$ cat src/rtl/vector_exec_sequencer.sv
// vector_exec_sequencer: runs one vector instruction in EX over P shared lane
// ALUs, P elements per pass, and assembles the truncated lane results into a
// result vector. Holds the upstream pipes via stall_o and enables EX_MEM via
// ready_o.
//
// Ports:
//   CLK, RST          clock (rising edge), asynchronous active-low reset
//   start_i           ID_EX holds a valid instruction
//   OpType_i          00 scalar, 01 vec-vec, 10 vec-scalar, 11 scalar
//   flush_i           abort the current op (highest priority)
//   RD1_V_i, RD2_V_i  vector operands, element k at [k*L +: L]
//   Scalar_i          scalar operand for vec-scalar
//   lane_res_i        combinational lane ALU results, lane j at [j*N +: N]
//   Vec_A_o, Vec_B_o  lane operands (zero-extended elements)
//   lane_vld_o        lane carries a real element this cycle
//   result_V_o        assembled vector result
//   ready_o, stall_o  EX result valid / hold upstream pipes
//   perf_busy_o       RUN cycle count (EXE_SEQ_PERF_EN only, else 0)
//   perf_ops_o        completed vector ops (EXE_SEQ_PERF_EN only, else 0)
//
// Optional feature macro: EXE_SEQ_PERF_EN builds the performance counters.
module vector_exec_sequencer #(
  parameter int unsigned N = 32,
  parameter int unsigned L = 8,
  parameter int unsigned I = 8,
  parameter int unsigned P = 4
) (
  input  logic           CLK,
  input  logic           RST,
  input  logic           start_i,
  input  logic [1:0]     OpType_i,
  input  logic           flush_i,
  input  logic [I*L-1:0] RD1_V_i,
  input  logic [I*L-1:0] RD2_V_i,
  input  logic [N-1:0]   Scalar_i,
  input  logic [P*N-1:0] lane_res_i,
  output logic [P*N-1:0] Vec_A_o,
  output logic [P*N-1:0] Vec_B_o,
  output logic [P-1:0]   lane_vld_o,
  output logic [I*L-1:0] result_V_o,
  output logic           ready_o,
  output logic           stall_o,
  output logic [31:0]    perf_busy_o,
  output logic [15:0]    perf_ops_o
);

  localparam int unsigned VW = I * L;
  localparam int unsigned BW = $clog2(I + P) + 1;

  typedef enum logic [1:0] {ST_IDLE, ST_RUN, ST_DONE} state_e;

  state_e          state_q, state_d;
  logic [BW-1:0]   base_q, base_d;
  logic [VW-1:0]   a_q, b_q, result_q;
  logic            is_vec, accept, run_wr;

  // Only the low L bits of the scalar and lane results are architecturally used.
  logic unused_hi;
  assign unused_hi = ^{Scalar_i, lane_res_i};

  assign is_vec = (OpType_i == 2'b01) || (OpType_i == 2'b10);
  assign run_wr = (state_q == ST_RUN) && !flush_i;

  // State and pass-base registers.
  always_ff @(posedge CLK or negedge RST) begin
    if (!RST) begin
      state_q <= ST_IDLE;
      base_q  <= '0;
    end else begin
      state_q <= state_d;
      base_q  <= base_d;
    end
  end

  // Next state, accept strobe and pipeline handshake.
  always_comb begin
    state_d = state_q;
    base_d  = base_q;
    accept  = 1'b0;
    ready_o = 1'b0;
    stall_o = 1'b0;
    unique case (state_q)
      ST_IDLE: begin
        if (start_i && is_vec) begin
          accept  = 1'b1;
          stall_o = 1'b1;
          base_d  = '0;
          state_d = ST_RUN;
        end else begin
          ready_o = 1'b1;
        end
      end
      ST_RUN: begin
        stall_o = 1'b1;
        base_d  = base_q + BW'(P);
        if (32'(base_q) + P >= I) state_d = ST_DONE;
      end
      ST_DONE: begin
        ready_o = 1'b1;
        state_d = ST_IDLE;
      end
      default: state_d = ST_IDLE;
    endcase
    // Flush overrides everything, reset forces the handshake low immediately.
    if (flush_i) begin
      state_d = ST_IDLE;
      accept  = 1'b0;
      ready_o = 1'b0;
      stall_o = 1'b0;
    end
    if (!RST) begin
      ready_o = 1'b0;
      stall_o = 1'b0;
    end
  end

  // Operand capture; vec-scalar broadcasts the scalar's low element into B.
  always_ff @(posedge CLK or negedge RST) begin
    if (!RST) begin
      a_q <= '0;
      b_q <= '0;
    end else if (accept) begin
      a_q <= RD1_V_i;
      b_q <= (OpType_i == 2'b10) ? {I{Scalar_i[L-1:0]}} : RD2_V_i;
    end
  end

  // Lane operand steering: lane j serves element base+j while it exists.
  always_comb begin
    Vec_A_o    = '0;
    Vec_B_o    = '0;
    lane_vld_o = '0;
    if (state_q == ST_RUN) begin
      for (int unsigned j = 0; j < P; j++) begin
        if (32'(base_q) + j < I) begin
          Vec_A_o[j*N +: N] = N'(a_q[(32'(base_q) + j)*L +: L]);
          Vec_B_o[j*N +: N] = N'(b_q[(32'(base_q) + j)*L +: L]);
          lane_vld_o[j]     = 1'b1;
        end
      end
    end
  end

  // Result collection; untouched elements keep their previous value.
  always_ff @(posedge CLK or negedge RST) begin
    if (!RST) begin
      result_q <= '0;
    end else if (run_wr) begin
      for (int unsigned j = 0; j < P; j++) begin
        if (32'(base_q) + j < I)
          result_q[(32'(base_q) + j)*L +: L] <= lane_res_i[j*N +: L];
      end
    end
  end

  assign result_V_o = result_q;

`ifdef EXE_SEQ_PERF_EN
  logic [31:0] busy_q;
  logic [15:0] ops_q;

  // Free-running performance counters, cleared by reset only.
  always_ff @(posedge CLK or negedge RST) begin
    if (!RST) begin
      busy_q <= '0;
      ops_q  <= '0;
    end else begin
      if (state_q == ST_RUN) busy_q <= busy_q + 32'd1;
      if ((state_q == ST_DONE) && !flush_i) ops_q <= ops_q + 16'd1;
    end
  end

  assign perf_busy_o = busy_q;
  assign perf_ops_o  = ops_q;
`else
  assign perf_busy_o = '0;
  assign perf_ops_o  = '0;
`endif

endmodule

$ cat config.mk
export PLATFORM = sky130hd
export DESIGN_NAME = vector_exec_sequencer
export DESIGN_NICKNAME = d
export VERILOG_FILES = /design/src/rtl/vector_exec_sequencer.sv
export SDC_FILE = /design/constraint.sdc
export NUM_CORES = 1
export LEC_CHECK = 0
export ABC_AREA = 0
export CAP_MARGIN = 40
export CORE_AREA = 2 2 257 259
export CTS_CLUSTER_DIAMETER = 150
export DETAILED_ROUTE_END_ITERATION = 6
export DIE_AREA = 0 0 259 261
export PLACE_DENSITY_LB_ADDON = 0.1
export SLEW_MARGIN = 20
export SYNTH_ARGS = -nofsm -noshare
export SYNTH_HDL_FRONTEND = slang
export SYNTH_SLANG_ARGS = --single-unit
$ cat constraint.sdc
create_clock -name CLK -period 4 [get_ports CLK]
set_input_delay 0.6 -clock CLK [delete_from_list [all_inputs] [get_ports CLK]]
set_output_delay 0.6 -clock CLK [all_outputs]
set_load 0.02 [all_outputs]
==> impl_results.md <==
* Vias per inst at 3.37
* Critical Path End Type: output port
* Router iterations before antenna repair at 4
* Max Root-Sink Buffers at 2
* Async set-reset flop share out of synthesis at 1.00
* Number of max-cap violations at 0
* Non-Filler Instances at 2163
* Area share of the largest cell type after synthesis at 0.453
* CTS tree: done
* Post-route clock period utilization at 0.818
* Via Count at 7286
* Worst relative slew slack at 0.485
* Placed cell area at 0.0142 sq mm
* Final Skew at 0.0115 ns
* Global-route wire length before repair at 49800 microns
* Outcome: complete, no violations
* Vias in the first global route at 7516
* Peak supply drop at 345 uV
* RSZ-0062 raised after global routing: no
* Setup-failing EPs final at 0
* Cell Count Post-Placement at 2128
* Htree depth at 4
* Syn-to-layout area delta at 35.7%
* Minimum clock period at around 3.3 ns
* Pre-CTS WS at 0.646 ns
* Hold Fails Final Rpt at 0
* Critical Path AT at 2.67 ns
* Cell accounting for the most synthesized area: dfrtp_1
* Nets@finish at ~1600
* Register bit total from synthesis at 197
* Detail Route Antenna Nets at 0
* Yosys cell types at 31
* Main area contributors after synthesis: dfrtp_1, mux2_2, buf_4
* Area occupied by multi-input gates at 0.00461 sq mm
* CP startpoint kind: input pin
* Crit-path max FO at 2
* Antenna violations before repair at 4
* Pins over their slew limit at 0
* # port buffers at 307
* Setup_tns at 0 ns
* Clock latency on the worst-skew pair at just under 0.5 ns
* Die width at 259 microns
* Pwr dens at just under 600 mW/mm^2
* Post-route cell area at about 0.015 sq mm
* Setup Buffers After CTS at 0
* WHS Path Cells at 1
* # fillers at 7051
* # DRC at 0
* Cts bufs inserted at 17
* Critical path type: in -> out
* Mean Syn Cell Area at 11.1 sq um
* GRT Total Usage at 0.101
* Grt total ovfl at 0
* Static leakage at 6.51 nW
* Worst-case reg-to-reg path depth at 7
* Clock Sinks at 197
* DIE AREA at between 0.06 and 0.07 sq mm
* Hold Crit Class: reg -> reg
* Clk Tree Root Cell: clkbuf_16
* Gpl congestion at 0.679
* Drt total wl at 34600 microns
* Top_reg_cell synth: dfrtp_1
* Largest net degree at the start of global routing at 107
* Initial Utilization at 0.167
* Final worst slack at 0.729 ns
* Clock transition at path regs at 0.08 ns
* Reg area at 0.00493 sq mm
* Worst slew pin tran at 0.773 ns
* Post-synth EDFFs at 0
* Core Box Area at between 0.06 and 0.07 sq mm
* Maximum clock frequency at 306 MHz
* Post-DR wirelength/cell at 16.0 microns
* Power Total at 8.67 mW
* # IOs at about 670
* Resized cells post-CTS at 0
* Die Ht at 261 microns
* Layout cells sized above 1 at 0.193
* HPWL after DPL at roughly 25000 microns
* Cells after Synth at roughly 980
* Sequential fraction of the synthesis area at 0.453
* Post-synthesis cell area at 0.0109 sq mm
* CP required at 3.40 ns
* DRT iter0 DRCs at 171
* Number of cell rows at 94
* Yosys warns at 0
-- through the flow --
stage,util,hold slack (ns)
global route,0.227,0.515
detailed placement,0.218,0.492
floorplan,-,0.304
CTS,0.227,0.512
global placement,0.217,0.489
finish,0.227,0.508
-- routing by layer --
metal  global-route usage  share of wire  wire length (microns)
met1                0.106           0.37                  12800
met4               0.0342          0.014                    490
met2                0.186           0.54                  18700
met5                    0         0.0014                     48
met3               0.0374          0.073                   2540
-- worst max-delay path, stage by stage --
cell	delay, ns
clkdlybuf4s50_1	0.45
inv_1	0.04
ha_2	0.32
nor2b_1	0.17
nor2_1	0.06
nor4b_1	0.30
clkdlybuf4s50_1	0.73
-- path summary, 6_finish.rpt --
check / end / start / slack [ns]
worst max register to register: result_V_o[32] / base_q[2] / 1.39
min in group asynchronous: a_q[21] / RST / 0.62
worst max-delay path: stall_o / OpType_i[0] / 0.73
max in group asynchronous: base_q[2] / RST / 1.87
worst min register to register: result_V_o[2] / result_V_o[2] / 0.51
worst min-delay path: result_V_o[2] / result_V_o[2] / 0.51
-- final cells by class --
type,count,area share
Clock inverter,15,0.00965
Timing Repair Buffer,325,0.224
Tap cell,864,0.0731
Antenna cell,2,0.000338
Clock buffer,17,0.0288
Sequential cell,197,0.334
Inverter,74,0.0188
Multi-Input combinational cell,669,0.312
-- layout by cell type (no fill, tap or decap), drive strengths merged, types with 2 or more instances in the layout --
cell type,instances
diode,2
clkdlybuf4s50,306
dfrtp,197
mux2i,64
clkinv,9
nor2,69
mux2,193
clkbuf,18
inv,79
ha,6
a22o,2
nand2,11
nor4b,3
nand3,2
o21ai,65
nor2b,2
conb,240
buf,17
-- power breakdown --
group / internal, mW / switching [mW] / total, mW
Clock: 0.823 / 0.960 / 1.78
Sequential: 2.80 / 0.429 / 3.23
Combinational: 1.85 / 1.81 / 3.66
Total: 5.47 / 3.20 / 8.67
-- synthesized netlist by cell type, types with 3 or more instances --
cell	number
buf_1	3
clkbuf_1	14
nor2_1	69
buf_4	240
nand2_1	11
mux2i_1	64
buf_2	25
inv_1	74
o21ai_0	65
dfrtp_1	197
mux2_2	193
ha_1	6
-- state kept, by name (all words and copies together) (netlist names) --
signal      cells
b_q            64
a_q            64
state_q         2
result_V_o     64
base_q          3
-- cell families after synthesis --
logic type	count (synthesis)	share of synthesized area
other	1	0.000344
and+or+nand+nor	94	0.0386
adders and majority gates	6	0.00689
buffers and inverters	356	0.208
muxes	257	0.258
DFF	197	0.453
AOI/OAI and AO/OA	72	0.0350
-- what timing repair did --
| action | CTS | global route |
|---|---|---|
| hold buffers | 1 | 0 |
| setup endpoints to repair | 0 | 0 |
| endpoints found under the hold margin | 30 | 0 |
(Power assumes the default switching activity.)
